<file path="config.mk">
export PLATFORM = sky130hd
export DESIGN_NAME = hermes_local_sink
export DESIGN_NICKNAME = d
export VERILOG_FILES = /design/src/rtl/hermes_local_sink.sv
export SDC_FILE = /design/constraint.sdc
export NUM_CORES = 1
export LEC_CHECK = 0
export CAP_MARGIN = 5
export CORE_MARGIN = 3
export CORE_UTILIZATION = 50
export CTS_CLUSTER_DIAMETER = 150
export DETAILED_ROUTE_END_ITERATION = 7
export PLACE_DENSITY = 0.72
export RECOVER_POWER = 100
export SLEW_MARGIN = 15
export SYNTH_ARGS = -nofsm -noshare
export SYNTH_HDL_FRONTEND = slang
export SYNTH_SLANG_ARGS = --single-unit
</file>
<file path="constraint.sdc">
create_clock -name clk_i -period 5 [get_ports clk_i]
set_input_delay 0.5 -clock clk_i [delete_from_list [all_inputs] [get_ports clk_i]]
set_output_delay 0.5 -clock clk_i [all_outputs]
set_load 0.05 [all_outputs]
</file>
<file path="src/rtl/hermes_local_sink.sv">
// hermes_local_sink: credit-based consumer for one Hermes router local port.
// Parses header/size/timestamp/packet-number/payload, checks and reports each packet.
`default_nettype none

module hermes_local_sink #(
  parameter int FLIT_WIDTH = 32,
  parameter int ADDR_X     = 0,
  parameter int ADDR_Y     = 0
) (
  input  logic                  clk_i,
  input  logic                  rst_ni,
  input  logic                  rx_i,
  input  logic [FLIT_WIDTH-1:0] data_i,
  output logic                  credit_o,
  input  logic                  stall_i,
  input  logic [31:0]           time_i,
  output logic                  rpt_valid_o,
  output logic [15:0]           rpt_src_o,
  output logic [31:0]           rpt_size_o,
  output logic [31:0]           rpt_latency_o,
  output logic [31:0]           rpt_pkt_num_o,
  output logic [2:0]            rpt_err_o,
  output logic [31:0]           pkt_cnt_o,
  output logic [31:0]           err_cnt_o,
  output logic [31:0]           lat_max_o
);

  localparam logic [7:0] MY_X = ADDR_X[7:0];
  localparam logic [7:0] MY_Y = ADDR_Y[7:0];

  typedef enum logic [2:0] {HEADER, SIZE, TIME, PNUM, PAYLOAD} state_t;

  state_t      state;
  logic [15:0] src_q;
  logic [31:0] size_q;
  logic [31:0] lat_q;
  logic [31:0] pnum_q;
  logic [31:0] remaining;
  logic [31:0] exp_q;
  logic        addr_err_q;
  logic        pay_err_q;
  logic        short_q;

  logic        accept;
  logic        tail;
  logic [31:0] fin_size;
  logic [31:0] fin_lat;
  logic [31:0] fin_pnum;
  logic        fin_short;
  logic        fin_pay;
  logic [2:0]  fin_err;

  assign accept = rx_i & credit_o;

  // Final packet fields include the contribution of the flit being accepted,
  // so the report registers can be loaded on the tail edge itself.
  always_comb begin
    tail      = 1'b0;
    fin_size  = (state == SIZE) ? data_i : size_q;
    fin_lat   = (state == TIME) ? (time_i - data_i) : lat_q;
    fin_pnum  = (state == PNUM) ? data_i : pnum_q;
    fin_short = (state == SIZE) ? (data_i < 32'd2) : short_q;
    fin_pay   = pay_err_q | ((state == PAYLOAD) && (data_i != exp_q));
    fin_err   = {fin_pay, addr_err_q, fin_short};
    case (state)
      SIZE:                tail = accept && (data_i == 32'd0);
      TIME, PNUM, PAYLOAD: tail = accept && (remaining == 32'd1);
      default:             tail = 1'b0;
    endcase
  end

  always_ff @(posedge clk_i or negedge rst_ni) begin
    if (!rst_ni) begin
      state         <= HEADER;
      credit_o      <= 1'b0;
      src_q         <= '0;
      size_q        <= '0;
      lat_q         <= '0;
      pnum_q        <= '0;
      remaining     <= '0;
      exp_q         <= '0;
      addr_err_q    <= 1'b0;
      pay_err_q     <= 1'b0;
      short_q       <= 1'b0;
      rpt_valid_o   <= 1'b0;
      rpt_src_o     <= '0;
      rpt_size_o    <= '0;
      rpt_latency_o <= '0;
      rpt_pkt_num_o <= '0;
      rpt_err_o     <= '0;
      pkt_cnt_o     <= '0;
      err_cnt_o     <= '0;
      lat_max_o     <= '0;
    end else begin
      credit_o    <= ~stall_i;
      rpt_valid_o <= tail;

      if (accept) begin
        case (state)
          HEADER: begin
            src_q      <= data_i[31:16];
            addr_err_q <= (data_i[15:8] != MY_X) || (data_i[7:0] != MY_Y);
            lat_q      <= '0;
            pnum_q     <= '0;
            pay_err_q  <= 1'b0;
            state      <= SIZE;
          end
          SIZE: begin
            size_q    <= data_i;
            remaining <= data_i;
            short_q   <= fin_short;
            state     <= (data_i == 32'd0) ? HEADER : TIME;
          end
          TIME: begin
            lat_q     <= fin_lat;
            remaining <= remaining - 32'd1;
            state     <= (remaining == 32'd1) ? HEADER : PNUM;
          end
          PNUM: begin
            pnum_q    <= data_i;
            exp_q     <= 32'd3;
            remaining <= remaining - 32'd1;
            state     <= (remaining == 32'd1) ? HEADER : PAYLOAD;
          end
          PAYLOAD: begin
            pay_err_q <= fin_pay;
            exp_q     <= exp_q + 32'd1;
            remaining <= remaining - 32'd1;
            state     <= (remaining == 32'd1) ? HEADER : PAYLOAD;
          end
          default: state <= HEADER;
        endcase
      end

      if (tail) begin
        rpt_src_o     <= src_q;
        rpt_size_o    <= fin_size;
        rpt_latency_o <= fin_lat;
        rpt_pkt_num_o <= fin_pnum;
        rpt_err_o     <= fin_err;
        if (pkt_cnt_o != 32'hFFFF_FFFF)
          pkt_cnt_o <= pkt_cnt_o + 32'd1;
        if ((fin_err != 3'b000) && (err_cnt_o != 32'hFFFF_FFFF))
          err_cnt_o <= err_cnt_o + 32'd1;
        // A size-0 packet never carried a timestamp, so it cannot set the maximum.
        if ((fin_size != 32'd0) && (fin_lat > lat_max_o))
          lat_max_o <= fin_lat;
      end
    end
  end

endmodule

`default_nettype wire

</file>
# Word-level counts from Yosys, hierarchy flattened
# Index checks and enable logic that the tools add are counted.
# word_totals
regBits,395
word_cells,81
input_bits,68
# op_classes
n_eq_ne,8
mux,14
n_lt_le_gt_ge,2
n_addsub,5
bitwise_logic,3
reduce_logical,29
# ops
op,count
32-bit case mux with 2 select lines,4
32-bit by 1-bit adder with 32-bit output (second input constant),3
32-bit 2-to-1 mux,3
32-bit inequality test (second input constant),2
32-bit by 1-bit equality test with 1-bit output (second input constant),1
32-bit > comparator,1
32-bit zero test,1
32-bit by 2-bit less-than comparator with 1-bit output (second input constant),1
32-bit inequality test,1
32-bit nonzero test,1
32-bit by 1-bit subtractor with 32-bit output (second input constant),1
32-bit subtractor,1
2-bit AND reduction,10
8-bit nonzero test,2
3-bit case mux with 4 select lines,1
2-bit nonzero test,5
3-bit by 2-bit equality test with 1-bit output (second input constant),2
1-bit logical AND,5
2-bit 2-to-1 mux,2
1-bit case mux with 2 select lines,2
3-bit by 1-bit equality test with 1-bit output (second input constant),1
3-bit equality test (second input constant),1
3-bit zero test,1
3-bit 2-to-1 mux,1
other kinds (8),8

# Depth between registers and ports, before layout
# logic_depth
word_depth,6
depth_mapped,21
mapped_depth_nobuf,20

# Worst setup path before layout
# OpenSTA, ideal clock, no wires.
# synth_timing
path_type,input to register
from,input data_i[18]
to,register lat_max_o[15]
t_arrival_ns,4.512
path_stages,20
path_slack_ns,0.361
path_buffers,2
required_ns,4.872
cell_sequence,clkbuf_2 -> inv_1 -> ha_1 -> a21oi_1 -> o21ai_0 -> o32ai_1 -> a31oi_1 -> a221o_1 -> a221oi_2 -> mux2i_1 -> nand2_1 -> ha_1 -> nand2_1 -> nor2_1 -> and3_1 -> o32ai_1 -> o21a_1 -> a2111o_1 -> buf_6 -> mux2_1
# synth_via
elab_chain_cells,5
word_cells_on_any_way,10
# synth_rtl
element,line,source
"start, declared",13,"input logic [FLIT_WIDTH-1:0] data_i,"
32-bit subtractor,60,fin_lat = (state == TIME) ? (time_i - data_i) : lat_q;
32-bit 2-to-1 mux,60,
net fin_lat[29],47,logic [31:0] fin_lat;
32-bit > comparator,146,if ((fin_size != 32'd0) && (fin_lat > lat_max_o))
1-bit logical AND,146,
2-bit AND reduction (no line),-,
"end signal, assigned",147,lat_max_o <= fin_lat;
"end, declared",25,output logic [31:0] lat_max_o
# The timed path passes the listed nets, and every way through them passes these cells.
# A chain may end at the register's enable or synchronous reset.

# Worst setup path after layout
# layout_timing
from,input time_i[5]
to,register lat_max_o[28]
# layout_via
elab_chain_cells,5
# layout_rtl
element,line,source
"start, declared",16,"input logic [31:0] time_i,"
32-bit subtractor,60,
32-bit 2-to-1 mux,60,
net fin_lat[29],47,
32-bit > comparator,146,
1-bit logical AND,146,
2-bit AND reduction (no line),-,
# The timed path passes the listed nets, and every way through them passes these cells.

==> metrics.md <==
| Metric | Value |
|---|---|
| Status | complete, but fails checks |
| Failing checks | capacitance limit, slew limit |
| Synthesized area | 20,630 um2 |
| Worst Skew | 0.01881 ns |
| Root buffer cell | clkbuf_16 |
| PortBufs | 280 |
| Row cnt | 73 |
| Max-slew violations | 426 |
| Worst Setup Start Kind | input pin |
| DP Cell Count | 3,138 |
| Pre-CTS setup slack | -0.7326 ns |
| Utilization after layout | 0.6627 |
| Async SR Flop Fraction | 1.000 |
| Post-synthesis net count | 2,379 |
| Wire per inst | ~22 um |
| First-pass GRT wire length | approximately 110 mm |
| # IOs | 281 |
| Final ANT Viol Nets | 0 |
| Final wirelength | 69.80 mm |
| Drt via density | approximately 5.9 |
| Leakage | roughly 0.013 uW |
| CTS tree | yes |
| Gpl congestion | 0.9408 |
| Global route overflow | 0 |
| Min-delay worst type | input pin to flop |
| Yosys reg bits | 395 |
| Crit end category | flop |
| Post-Synth Simple-Gate Area | 0.1984 |
| Die area | 43,740 um2 |
| N_diodes | 0 |
| Nets | between 2,000 and 3,000 |
| DRC Markers | 0 |
| Tot Pwr | 11,130 uW |
| Headroom to the max-slew limit | -0.7221 |
| Core box area | 40,280 um2 |
| Syn avg cell area | 9.203 um2 |
| Worst VDD drop | 0.3654 mV |
| Layout cells sized above 1 | 0.1323 |
| Die W | 209.1 um |
| Setup CP Type | input pin to flop |
| Max_cap viols | 9 |
| CP required | ~5.5 ns |
| Hold Worst Slack | about 0.43 ns |
| Htree depth | 2 |
| Final WS setup | 0.1809 ns |
| Largest family of logic cells by synthesized area | simple AND/OR/NAND/NOR gates |
| Vias post-DR | 18,834 |
| P per Cell Area | 416.8 nW/um2 |
| # clock sinks | 395 |
| Worst skew pair latency | between 0.5 and 0.6 ns |
| Compound-gate portion of the synthesized area | 0.1486 |
| Gate Count Post-Synth | 2,242 |
| Mux cell area share after synthesis | 0.02553 |
| HPWL Detailed | 52.12 mm |
| Period minus WS final | between 4 and 5 ns |
| Initial antenna violation count | 0 |
| Yosys warns | 0 |
| Iter 0 DRT Violations | roughly 1,900 |
| Fmax | 0.2075 GHz |
| Tot GR Track Use | 0.3133 |
| Reg clk slew, reported paths | 0.06 ns |
| Adder-cell share of the synthesized area | 0.04221 |
| Worst-path fanout max | 7 |
| Xor-xnor portion of the synthesized cell area | 0.06198 |
| Number of synthesized flops with an enable pin | 0 |
| 1st-pass router iterations | 7 |
| Critical path arrival | between 5 and 6 ns |
| Post-synthesis cell type count | 84 |
| Vias in the first global route | around 18,000 |
| FILL cells | 3,249 |
| Layout area overhead | 29.37% |
| Final setup vio count | 0 |
| CTS Buffer Depth | 3 |
| Initial Utilization | 0.5122 |
| Final hold violation count | 0 |
| Die Span Y | 209.1 um |
| Layout Cells excl Fill | 3,216 |
| Post-synthesis sequential area ratio | 0.4791 |
| CTS Buf Count | 43 |
| Worst Max-Slew Pin Slew | between 2 and 3 ns |
| Final period util | 0.9638 |
| Pin count of the biggest net entering global routing | 112 |
| Synth Flop Type | dfrtp_1 |
==> registers in the layout, indices dropped and copies added (netlist names), 16 cells and up <==
register / count
exp_q: 32
size_q: 32
remaining: 32
rpt_size_o: 32
src_q: 16
pkt_cnt_o: 32
rpt_src_o: 16
err_cnt_o: 32
rpt_pkt_num_o: 32
pnum_q: 32
rpt_latency_o: 32
lat_max_o: 32
lat_q: 32
==> cell usage after synthesis, types with 6 or more instances <==
cell | count | share of area
nand2_1 | 407 | 0.074
dfrtp_1 | 395 | 0.48
nor2_1 | 201 | 0.037
o21ai_0 | 152 | 0.037
a21oi_1 | 125 | 0.030
inv_1 | 109 | 0.020
xnor2_1 | 97 | 0.041
clkbuf_1 | 88 | 0.016
a31oi_1 | 77 | 0.023
ha_1 | 68 | 0.041
nand3_1 | 52 | 0.013
xor2_1 | 49 | 0.021
nand4_1 | 38 | 0.012
and3_1 | 26 | 0.0079
mux2_2 | 26 | 0.014
mux2i_1 | 20 | 0.0097
nor3_1 | 19 | 0.0046
nor4_1 | 19 | 0.0058
a22o_1 | 18 | 0.0076
a21o_1 | 17 | 0.0062
o21a_1 | 14 | 0.0051
buf_2 | 13 | 0.0032
and4_1 | 12 | 0.0051
o22ai_1 | 12 | 0.0036
or3_1 | 11 | 0.0033
and2_1 | 9 | 0.0027
nor4_4 | 9 | 0.0093
a22oi_1 | 7 | 0.0025
buf_1 | 7 | 0.0013
nor4_2 | 7 | 0.0042
o211ai_1 | 7 | 0.0025
o21bai_1 | 7 | 0.0025
o31ai_1 | 7 | 0.0025
nand3b_1 | 6 | 0.0022
nand4b_1 | 6 | 0.0025
or2_2 | 6 | 0.0018
==> area by class of cell <==
type | instances | area, um2 | area share
clock buffer | 54 | 1157 | 0.04336
sequential | 395 | 9884 | 0.3703
multi-input combinational | 1620 | 9901 | 0.3709
tap | 525 | 656.9 | 0.02461
inverter | 111 | 421.7 | 0.01580
clock inverter | 20 | 279.0 | 0.01045
timing repair buffer | 491 | 4392 | 0.1645
==> per-stage QoR <==
stage / setup TNS [ns] / instance area [um2]
6_report: 0 / 26690
5_1_grt: -0.04284 / 26690
4_1_cts: 0 / 26690
3_5_place_dp: -19.96 / 25240
3_3_place_gp: -16.37 / 25240
2_1_floorplan: 0 / 20630
==> power breakdown <==
part,switching (uW),internal (uW)
Sequential,466,3730
Combinational,2150,1510
Clock,1360,1910
Total,3970,7160
==> worst max-delay path, cell delays in order <==
cell and delay (ns):
clkdlybuf4s50_1 0.53, ha_1 0.28, a21o_1 0.18, a221o_1 0.38
a21oi_2 0.25, a31oi_4 0.15, a221o_1 0.36, a221oi_2 0.30
mux2i_1 0.29, nand2_1 0.09, ha_1 0.30, nand2_1 0.06
nor2_2 0.16, and3_4 0.20, o32ai_1 0.09, o21a_1 0.13
a2111o_1 0.40, buf_4 0.18, or2_2 0.31, o21bai_1 0.16
==> worst paths after layout <==
kind | startpoint | to | slack [ns] | cells past startpoint
max | time_i[5] | lat_max_o[28] | 0.18 | 20
min | data_i[3] | size_q[3] | 0.43 | 4
max reg2reg | state[1] | rpt_latency_o[30] | 0.18 | 8
min reg2reg | src_q[6] | rpt_src_o[6] | 0.47 | 2
max in group asynchronous | rst_ni | err_cnt_o[21] | 0.91 | 3
min in group asynchronous | rst_ni | rpt_pkt_num_o[21] | 1.23 | 2
==> placed cells by master (no fill, tap or decap), types with 8 or more instances in the layout <==
cell type	synthesis	final
a21o_1	17	16
a21oi_1	125	121
a22o_1	18	18
a31oi_1	77	75
and3_1	26	25
and4_1	12	12
buf_4	1	194
clkbuf_1	88	16
clkbuf_16	0	43
clkdlybuf4s50_1	0	45
dfrtp_1	395	395
dlygate4sd3_1	0	216
dlymetal6s2s_1	0	15
ha_1	68	63
inv_1	109	107
mux2_2	26	26
mux2i_1	20	19
nand2_1	407	407
nand3_1	52	51
nand4_1	38	38
nor2_1	201	197
nor3_1	19	21
nor4_1	19	24
nor4_4	9	8
o21a_1	14	14
o21ai_0	152	149
o22ai_1	12	12
or3_1	11	11
xnor2_1	97	97
xor2_1	49	49
==> kinds of logic (layout without fill, tap and decap cells) <==
family | after synthesis | count (layout)
compound gates | 496 | 496
mux | 49 | 49
simple gates | 860 | 860
flops | 395 | 395
fa+ha+maj | 69 | 69
buf+inv | 227 | 676
xor+xnor | 146 | 146
==> layer usage <==
layer / wire length (um) / GRT usage / vias to the layer above
met5: 0 / 0 / -
met4: 2420 / 0.1069 / 0
met3: 5082 / 0.04624 / 150
met2: 32820 / 0.5032 / 809
met1: 29480 / 0.4382 / 9252
li1: - / - / 8623
==> repair_timing <==
action / 4_1_cts / 5_1_grt
resized for setup: 6 / 50
hold endpoints to repair: 17 / 0
hold buffers: 1 / 0
setup endpoints to repair: 29 / 32
pin swaps: 0 / 11
setup buffers: 0 / 3
(Power assumes the default switching activity.)
